<file path="config.mk">
export PLATFORM = sky130hd
export DESIGN_NAME = histogram_compressor
export DESIGN_NICKNAME = d
export VERILOG_FILES = /design/src/rtl/histogram_compressor.sv
export SDC_FILE = /design/constraint.sdc
export NUM_CORES = 1
export LEC_CHECK = 0
export CAP_MARGIN = 10
export CORE_MARGIN = 3
export CORE_UTILIZATION = 40
export DETAILED_ROUTE_END_ITERATION = 10
export PLACE_DENSITY = 0.76
export SETUP_SLACK_MARGIN = 0.02
export SYNTH_ARGS = -nofsm -noshare
export SYNTH_HDL_FRONTEND = slang
export SYNTH_SLANG_ARGS = --single-unit
</file>
<file path="constraint.sdc">
create_clock -name clk -period 4.72 [get_ports clk]
set_input_delay 1.416 -clock clk [delete_from_list [all_inputs] [get_ports clk]]
set_output_delay 1.416 -clock clk [all_outputs]
set_load 0.01 [all_outputs]
</file>
<file path="src/rtl/histogram_compressor.sv">
// Frame histogram of {stream_a,stream_b} bit pairs.
// Counts STREAM_LENGTH accepted pairs into four bins, then holds them for the consumer.
module histogram_compressor #(
    parameter int STREAM_LENGTH = 128,
    parameter int COUNTER_WIDTH = $clog2(STREAM_LENGTH + 1)
) (
    input  logic                     clk,
    input  logic                     rst_n,
    input  logic                     start_compress,
    input  logic                     abort,
    input  logic                     in_valid,
    input  logic                     stream_a,
    input  logic                     stream_b,
    output logic                     in_ready,
    output logic [COUNTER_WIDTH-1:0] count_00,
    output logic [COUNTER_WIDTH-1:0] count_01,
    output logic [COUNTER_WIDTH-1:0] count_10,
    output logic [COUNTER_WIDTH-1:0] count_11,
    output logic                     hist_valid,
    input  logic                     hist_ready,
    output logic                     busy
);

    localparam int PW = $clog2(STREAM_LENGTH + 1);
    localparam logic [PW-1:0] LAST_PAIR = PW'(STREAM_LENGTH - 1);

    typedef enum logic [1:0] {
        IDLE  = 2'd0,
        ACCUM = 2'd1,
        HOLD  = 2'd2
    } state_t;

    state_t                   state_q, state_d;
    logic [PW-1:0]            pair_q, pair_d;
    logic [COUNTER_WIDTH-1:0] bin_q [4];
    logic [COUNTER_WIDTH-1:0] bin_d [4];
    logic [1:0]               sel;

    assign sel = {stream_a, stream_b};

    // Outputs decoded from registered state and bins only
    assign in_ready   = (state_q == ACCUM);
    assign busy       = (state_q == ACCUM);
    assign hist_valid = (state_q == HOLD);
    assign count_00   = bin_q[0];
    assign count_01   = bin_q[1];
    assign count_10   = bin_q[2];
    assign count_11   = bin_q[3];

    // Next-state, bin and pair-counter update
    always_comb begin
        state_d = state_q;
        pair_d  = pair_q;
        for (int i = 0; i < 4; i++) bin_d[i] = bin_q[i];
        unique case (state_q)
            IDLE: begin
                if (start_compress) begin
                    state_d = ACCUM;
                    pair_d  = '0;
                    for (int i = 0; i < 4; i++) bin_d[i] = '0;
                end
            end
            ACCUM: begin
                if (abort) begin
                    state_d = IDLE;
                    pair_d  = '0;
                    for (int i = 0; i < 4; i++) bin_d[i] = '0;
                end else if (in_valid) begin
                    bin_d[sel] = bin_q[sel] + COUNTER_WIDTH'(1);
                    pair_d     = pair_q + PW'(1);
                    if (pair_q == LAST_PAIR) state_d = HOLD;
                end
            end
            HOLD: begin
                if (hist_ready) begin
                    if (start_compress) begin
                        state_d = ACCUM;
                        pair_d  = '0;
                        for (int i = 0; i < 4; i++) bin_d[i] = '0;
                    end else begin
                        state_d = IDLE;
                    end
                end
            end
            default: begin
                state_d = IDLE;
            end
        endcase
    end

    // State, pair counter and bins; async reset clears any partial frame
    always_ff @(posedge clk or negedge rst_n) begin
        if (!rst_n) begin
            state_q <= IDLE;
            pair_q  <= '0;
            for (int i = 0; i < 4; i++) bin_q[i] <= '0;
        end else begin
            state_q <= state_d;
            pair_q  <= pair_d;
            for (int i = 0; i < 4; i++) bin_q[i] <= bin_d[i];
        end
    end

endmodule

</file>
# Word level (Yosys, flattened, before mapping)
# Cells that the tools add are included.
[word_totals]
ff_bits = 42
wordCells = 46
ram_bits = 0
rom_bits = 0
n_memories = 0
latchBits = 0
[classes]
div = 0
mux = 23
mul = 0
shift = 0
reduce_logical = 5
add_sub_neg = 2
n_eq_ne = 7
bitwise_logic = 1
order_cmp = 2
[ops]
columns = ["operator", "count"]
rows = [
  ["2-to-1 mux 32 bit", 4],
  ["one-hot mux 32 bit (3 select lines)", 1],
  ["2-to-1 mux 8 bit", 7],
  ["bitwise mux 32 bit", 1],
  ["one-hot mux 8 bit (3 select lines)", 1],
  ["adder 8 x 1 -> 8 bit, second input constant", 2],
  ["binary-select mux 8 bit (select 2 bit)", 1],
  ["demux 8 bit (select 2 bit)", 1],
  ["2-to-1 mux 2 bit", 5],
  ["== test 8 x 7 -> 1 bit, second input constant", 1],
  ["one-hot mux 2 bit (3 select lines)", 1],
  ["AND reduction 4 bit", 1],
  ["greater-or-equal comparator 3 bit, second input constant", 1],
  ["less-than comparator 3 x 1 -> 1 bit, second input constant", 1],
  ["!= test 3 x 2 -> 1 bit, second input constant", 1],
  ["!= test 3 bit, second input constant", 1],
  ["inverter 2 -> 3 bit", 1],
  ["AND reduction 3 bit", 1],
  ["nonzero test 3 bit", 1],
  ["== test 2 x 1 -> 1 bit, second input constant", 1],
  ["== test 2 bit, second input constant", 1],
  ["zero test 2 bit", 1],
  ["!= test 2 x 1 -> 1 bit, second input constant", 1],
  ["!= test 2 bit, second input constant", 1],
  ["other kinds (2)", 2],
]

# Logic depth before layout (Yosys ltp)
# Gate-level depths: netlist of the first run.
[logic_depth]
word_depth = 9
depth_mapped = 7
depth_no_buf = 6

# Least setup slack after synthesis of the first run
# Ideal clock, no wire load.
[synth_path]
path_type = "input to register"
from = "input port stream_b"
to = "register bin_q, in the netlist count_00[6]"
path_buffers = 1
required_ns = 4.592
t_arrival_ns = 2.754
cell_stages = 7
setup_time_ns = 0.128
slack_ns = 1.838
cell_sequence = "buf_6 -> mux4_2 -> ha_1 -> nand2_1 -> nor2_1 -> xnor2_1 -> o2bb2ai_1"
[synth_via]
elab_chain_len = 9
[synth_rtl]
columns = ["element", "line_no", "rtl"]
rows = [
  ["start: declaration", "13", "input logic stream_b,"],
  ["inverter 2 -> 3 bit (not written as such) (*)", "69", "bin_d[sel] = bin_q[sel] + COUNTER_WIDTH'(1);"],
  ["binary-select mux 8 bit (select 2 bit), or another cell as far along", "69", ""],
  ["2-to-1 mux 8 bit (not written as such) or logical AND 1 bit (tied branches)", "69", ""],
  ["2-to-1 mux 8 bit (not written as such)", "69", ""],
  ["adder 8 x 1 -> 8 bit or demux 8 bit (select 2 bit) (tied branches)", "69", ""],
  ["bitwise mux 32 bit (*)", "69", ""],
  ["2-to-1 mux 32 bit (*)", "68", "end else if (in_valid) begin"],
  ["2-to-1 mux 32 bit (*)", "64", "if (abort) begin"],
  ["one-hot mux 32 bit (3 select lines) (*)", "55", "unique case (state_q)"],
  ["end: declaration", "35", "logic [COUNTER_WIDTH-1:0] bin_q [4];"],
]
# Mark *: on every way between the ends. The rest lies on a longest branch, timed or not. The select of a mux whose other input is x is not followed.
# A chain may end at the register's enable or synchronous reset.

# Worst setup path in the final report of the first run
[layout_path]
from = "input port stream_b"
to = "register bin_q, in the netlist count_10[7]"
# The elaborated chain is that of the path after synthesis.

==> results.md, run 1 <==
* Chip width at just under 80 um
* Hold WC Path Type: reg -> reg
* Num rows at 25
* Part of the cycle the worst path needs at 0.7740
* Peak VDD IR at ~0.00013 V
* Core Footprint at 0.004848 mm2
* Metal2 WL at about 2.2 mm
* ANT cells at 0
* Psw at slightly below 200 uW
* Fin Setup TNS at 0 ps
* Critical Path Max Stage Delay at 910 ps
* Commonest non-fill, non-tap cell in the layout: dfrtp_1
* Port-buffer cells at between 40 and 50
* Drt first-iter violations at around 230
* Clock period minus worst slack at approximately 3700 ps
* CP startpoint kind: primary input
* Reported max-cap violation count at 0
* Fin cells at approximately 270
* Maximum clock frequency at 273.7 MHz
* I/O pins at 43
* Global route overflow at 0
* Status: completed
* CTS max path bufs at 2
* Synthesized area per cell at roughly 13 um2
* Clock transition at path regs at 80 ps
* Yosys top cell by area: dfrtp_1
* Combinational share of power at 0.129
* Sequential fraction of the synthesis area at 0.5119
* Layout area overhead at 27.54%
* Buf+Inv Stages, Crit Path at 1
* Post-synthesis cell area at about 0.002 mm2
* Clock network fraction of total power at 0.345
* Max H-tree Level at 2
* CP Cell Sequence: clkdlybuf4s50_1, mux4_1, nand3_2, nor3_4, xnor2_2, a2bb2o_2
* Met1 wire length at 2.305 mm
* Post-synthesis register bit count at 42
* Sequential power share at 0.526
* CTS tree: yes
* Total CTS buffers at 5
* Proportion of layout cells with a drive suffix above 1 at 0.1159
* Final Hold Viols at 0
* Clock Sinks at 42
* Met3 wire length at between 200 and 250 um
* Worst-skew pair later-pin latency at 300 ps
* Post-synth cell types at 39
* Final hold slack at 509.6 ps
* Initial Utilization at 0.4235
* Crit Path Max Fanout at 13
* Final HPWL DP at ~3.4 mm
* Ys Warns at 0
* Leak Pwr at between 0.001 and 0.0015 uW
* Vias post-DR at ~1600
* Cts hold-fix bufs at 0
* Largest cells by area after synthesis: dfrtp_1 51%, o2bb2ai_1 12%, mux4_2 5.5%, mux4_1 3.8%, xor2_1 3.0%
* PwrDens at 269.7 mW/mm2
* Die area at about 0.0060 mm2
* Reg2reg path depth at 5
* Largest net degree at the start of global routing at 43
* Uppermost routed layer: met4
* Crit-path leading delay family: buffers and inverters
* Root Buffer: clkbuf_8
* Routed WL per cell at roughly 18 um
* Internal power at slightly above 500 uW
* Setup Skew at 4.567 ps
* Final setup fails at 0
* Die Span Y at just under 80 um
* Crit path capture type: flip-flop
* Avg Vias per Cell at ~5.7
* Fin util at 0.5401
* Initial DRT Pass Iterations at 4
* Fillers at 405
* Crit path kind: in -> reg
* CP max-delay cell: clkdlybuf4s50_1
* Post-layout nets at around 220
* Worst EP required at approximately 5000 ps
* CTS resizes at 0
* Syn Nets at ~170
* Worst Hold Depth at 1
* Slew margin rel. at 0.3914
* Setup Fix Bufs, Post-CTS at 0
* Critical Path Stages at 6
* Synthesized netlist cell count at around 160
* Tot GR Track Use at 0.1771
* RSZ-0062 raised after global routing: false
* Top cell type's share of synthesized area at 0.5119
* Worst Path Arrival at between 3000 and 4000 ps
* Vias in the first global route at 1605
* Post-route ant nets at 0
* Most frequent cells in the layout: 42 x dfrtp_1, 41 x clkdlybuf4s50_1, 27 x o2bb2ai_1
* Multi-input logic area at 962.2 um2
* Final WL at approximately 5 mm
* Placed cells at 266
* First-pass GRT wire length at around 8.3 mm
* R2R Setup Slk at 2580 ps
* FF+latch area at between 0.001 and 0.0015 mm2
* Initial antenna violation count at 0
* Sw frac at 0.2723
* Gpl congestion at slightly above 0.8
* Worst-margin pin slew at around 900 ps
* DRC errors left at 0
* Slew Limit Fails at 0
power by group through the flow:
stage	logic (uW)	registers [uW]	clock network [uW]
floorplan	52.3	377	0
global placement	90.1	378	0
detailed placement	90.3	378	0
CTS	90.8	371	247
global route	98.2	372	261
finish	91.2	371	244
cell families (layout without fill, tap and decap cells):
family / Yosys count / in the layout / synth area share
and+or+nand+nor: 39 / 39 / 0.1042
adders and majority gates: 2 / 2 / 0.01219
buffers and inverters: 7 / 53 / 0.01950
DFF: 42 / 42 / 0.5119
xor gates and xnor gates: 11 / 11 / 0.05058
muxes: 9 / 9 / 0.09872
AOI/OAI and AO/OA: 51 / 51 / 0.2029
layer usage:
metal	GRT usage	vias up
met5	0	-
met4	0.08719	0
met3	0.03944	11
met2	0.2534	54
met1	0.2525	795
li1	-	715
sequential cells by signal, summed over array words and instances (netlist names):
name      flops
count_11      8
state_q       2
count_10      8
count_00      8
pair_q        8
count_01      8
worst paths after layout:
path,start,to
max,stream_b,count_10[7]$_DFFE_PN0P_
min,count_01[2]$_DFFE_PN0P_,count_01[2]$_DFFE_PN0P_
max reg2reg,state_q[0]$_DFFE_PN0P_,count_11[7]$_DFFE_PN0P_
min reg2reg,count_01[2]$_DFFE_PN0P_,count_01[2]$_DFFE_PN0P_
max in group asynchronous,rst_n,pair_q[3]$_DFFE_PN0P_
min in group asynchronous,rst_n,count_10[5]$_DFFE_PN0P_
cells in the mapped netlist:
cell / instances
o2111ai_1: 4
mux2_2: 1
nand2b_1: 1
o22ai_1: 1
a21oi_2: 2
nand2_1: 8
nand2_2: 1
and3_1: 2
a2bb2o_2: 2
mux4_1: 3
nand2b_2: 1
a21oi_1: 5
buf_6: 1
xor2_1: 7
buf_2: 2
a22o_1: 1
nand4b_1: 1
a32o_1: 3
ha_1: 2
a31oi_1: 2
buf_4: 1
nand3_2: 1
nand3_1: 5
o31ai_1: 1
and2_1: 1
mux4_2: 5
or2_1: 1
xnor2_1: 3
nor2_1: 10
clkbuf_1: 1
inv_1: 2
o2bb2ai_1: 27
dfrtp_1: 42
nor2b_1: 4
and2b_1: 1
xnor2_2: 1
nor3_4: 1
o21ai_0: 3
nor3b_1: 1
final cells by class:
class,instances,area share
Clock buffer,7,0.03297
Clock inverter,1,0.001911
Inverter,2,0.002867
Multi-Input combinational cell,112,0.3674
Sequential cell,42,0.4013
Tap cell,67,0.03201
Timing Repair Buffer,43,0.1615
metrics by stage:
step | area (um2) | power (uW) | setup WS, ps
CTS | 2619 | 708.8 | 1088
global route | 2619 | 731.9 | 935.4
detailed placement | 2527 | 468.6 | 763.5
finish | 2619 | 706.2 | 1067
floorplan | 2053 | 429.8 | 1838
global placement | 2527 | 468.4 | 774.0
(Power assumes the default switching activity.)
==> inputs of run 2 (changes only) <==
--- a/config.mk
+++ b/config.mk
@@ -9,7 +9,7 @@
 export CORE_MARGIN = 3
 export CORE_UTILIZATION = 40
 export DETAILED_ROUTE_END_ITERATION = 10
-export PLACE_DENSITY = 0.76
+export PLACE_DENSITY = 0.79
 export SETUP_SLACK_MARGIN = 0.02
 export SYNTH_ARGS = -nofsm -noshare
 export SYNTH_HDL_FRONTEND = slang
==> constraint.sdc (replaced) <==
create_clock -name clk -period 3 [get_ports clk]
set_input_delay 0.9 -clock clk [delete_from_list [all_inputs] [get_ports clk]]
set_output_delay 0.9 -clock clk [all_outputs]
set_load 0.01 [all_outputs]
==> results.md, run 2 (same netlist as run 1, synthesis figures left out) <==
* Hold Path End: count_10[2]$_DFFE_PN0P_
* Port-buffer cells at 42
* Clock transition at path regs at 80 ps
* CTS max path bufs at 2
* Fin util at 0.5817
* Die area at between 0.006 and 0.007 mm2
* Buf+Inv Stages, Crit Path at 2
* Slew margin rel. at 0.3940
* Vias in the first global route at 1693
* Avg Vias per Cell at between 5 and 6
* Final setup fails at 0
* CP max-delay cell: mux4_2
* Final Hold Viols at 0
* Final Worst Setup Slack at roughly 240 ps
* Worst Path Arrival at approximately 2900 ps
* Gpl congestion at 0.8608
* Chip width at between 70 and 80 um
* Cts hold-fix bufs at 0
* CTS tree: yes
* Worst-skew pair later-pin latency at 300 ps
* Post-layout nets at between 200 and 250
* Layout area overhead at 37.36%
* Setup Skew at ~7.4 ps
* Dpl ws at -77.32 ps
* Hold_sp: count_10[2]$_DFFE_PN0P_
* Leak Pwr at roughly 0.0012 uW
* Routed WL per cell at between 15 and 20 um
* Largest net degree at the start of global routing at 43
* Clock Sinks at between 40 and 50
* Status: completed
* CP startpoint kind: primary input
* Crit Path Max Fanout at 13
* Global route overflow at 0
* Initial antenna violation count at 0
* Crit path capture type: flip-flop
* CTS resizes at 0
* Hold WC Path Type: reg -> reg
* Post-route ant nets at 0
* Critical Path Max Stage Delay at between 500 and 600 ps
* Placed cells at 285
* Slew Limit Fails at 0
* Crit path kind: in -> reg
* Core Footprint at roughly 0.0048 mm2
* Worst EP required at approximately 3200 ps
* Reg2reg path depth at 6
* Worst-margin pin slew at a little over 900 ps
* PwrDens at about 460 mW/mm2
* Root Buffer: clkbuf_8
* Vias post-DR at about 1600
* Die Span Y at about 78 um
* FF-to-FF Start: count_11[1]$_DFFE_PN0P_
* Reported max-cap violation count at 0
* Setup Fix Bufs, Post-CTS at 0
* RR Endpoint: count_10[6]$_DFFE_PN0P_
* Drt first-iter violations at about 130
* Initial DRT Pass Iterations at 4
* Tot GR Track Use at 0.1813
* DRC errors left at 0
* Clock period minus worst slack at approximately 2800 ps
* Num rows at 25
* CP Cell Sequence: clkdlybuf4s50_1, buf_12, mux4_2, ha_1, nand2_1, nor2_1, xnor2_1, o2bb2ai_1
* Max H-tree Level at 2
* Fin Setup TNS at 0 ps
* RSZ-0062 raised after global routing: false
* Peak VDD IR at 0.0002709 V
* Commonest non-fill, non-tap cell in the layout: dfrtp_1
* ANT cells at 0
* Crit-path leading delay family: buffers and inverters
* Total CTS buffers at 5
* Most frequent cells in the layout: 42 x dfrtp_1, 41 x clkdlybuf4s50_1, 27 x o2bb2ai_1
* Fin cells at slightly below 300
* Worst Hold Depth at 1
* Proportion of layout cells with a drive suffix above 1 at 0.1947
* Final WL at approximately 5.0 mm
* Part of the cycle the worst path needs at 0.9207
* Maximum clock frequency at about 360 MHz
* R2R Setup Slk at about 1100 ps
* First-pass GRT wire length at 8.583 mm
* Initial Utilization at 0.4235
* I/O pins at 43
* Final HPWL DP at around 3.6 mm
run 2: worst max-delay path by stage:
| stage | start | to | slack, ps | cells after the start |
|---|---|---|---|---|
| CTS | stream_b | count_01[6]$_DFFE_PN0P_ | 240 | 8 |
| global route | stream_b | count_00[6]$_DFFE_PN0P_ | 140 | 8 |
| finish | stream_b | count_10[6]$_DFFE_PN0P_ | 240 | 8 |
| detailed placement | stream_b | count_11[6]$_DFFE_PN0P_ | -80 | 8 |
| global placement | stream_b | count_11[6]$_DFFE_PN0P_ | -20 | 8 |
| floorplan | stream_b | count_00[6]$_DFFE_PN0P_ | 630 | 7 |
run 2: final cells by class:
cell class	instances	area, um2
flip-flops and latches	42	1051
clock inverters	3	68.82
multi-input cells	112	962.2
inverters	2	7.507
well taps	67	83.83
repair buffers	62	578.1
fillers	412	2028
clock buffers	5	68.82
run 2: metal layers:
metal | part of all wire | track usage
met1 | 0.46 | 0.2530
met2 | 0.47 | 0.2817
met3 | 0.050 | 0.04060
met4 | 0.013 | 0.05516
met5 | 0 | 0
run 2: metrics by stage:
| step | power (uW) | instance area (um2) | hold slack, ps |
|---|---|---|---|
| 2_1_floorplan | 676.3 | 2053 | 457.9 |
| 6_report | 1295 | 2820 | 516.2 |
| 3_3_place_gp | 768.7 | 2683 | 495.7 |
| 5_1_grt | 1341 | 2820 | 534.9 |
| 3_5_place_dp | 771.4 | 2683 | 494.5 |
| 4_1_cts | 1306 | 2820 | 518.8 |
run 2: power breakdown:
group	switching (uW)	total (uW)	leakage [uW]	internal (uW)
combinational	99.8	176	0.000547	76.6
sequential	11.2	585	0.000584	573
clock	200	534	0.0000683	333
total	311	1290	0.00120	983
run 2: worst reg2reg max path, stage by stage, from the launching register on:
cell and delay (ps):
dfrtp_1 410, mux4_2 540, ha_1 270, nand2_1 70, nor2_1 50, xnor2_1 310
o2bb2ai_1 110
==> inputs of run 3 (changes only) <==
--- a/config.mk
+++ b/config.mk
@@ -8,6 +8,7 @@
 export CAP_MARGIN = 10
 export CORE_MARGIN = 3
 export CORE_UTILIZATION = 40
+export CTS_BUF_LIST = sky130_fd_sc_hd__clkbuf_8
 export DETAILED_ROUTE_END_ITERATION = 10
 export PLACE_DENSITY = 0.79
 export SETUP_SLACK_MARGIN = 0.02
==> results of run 3 <==
Same layout as run 2: the final DEF is identical, and so are final timing and power.
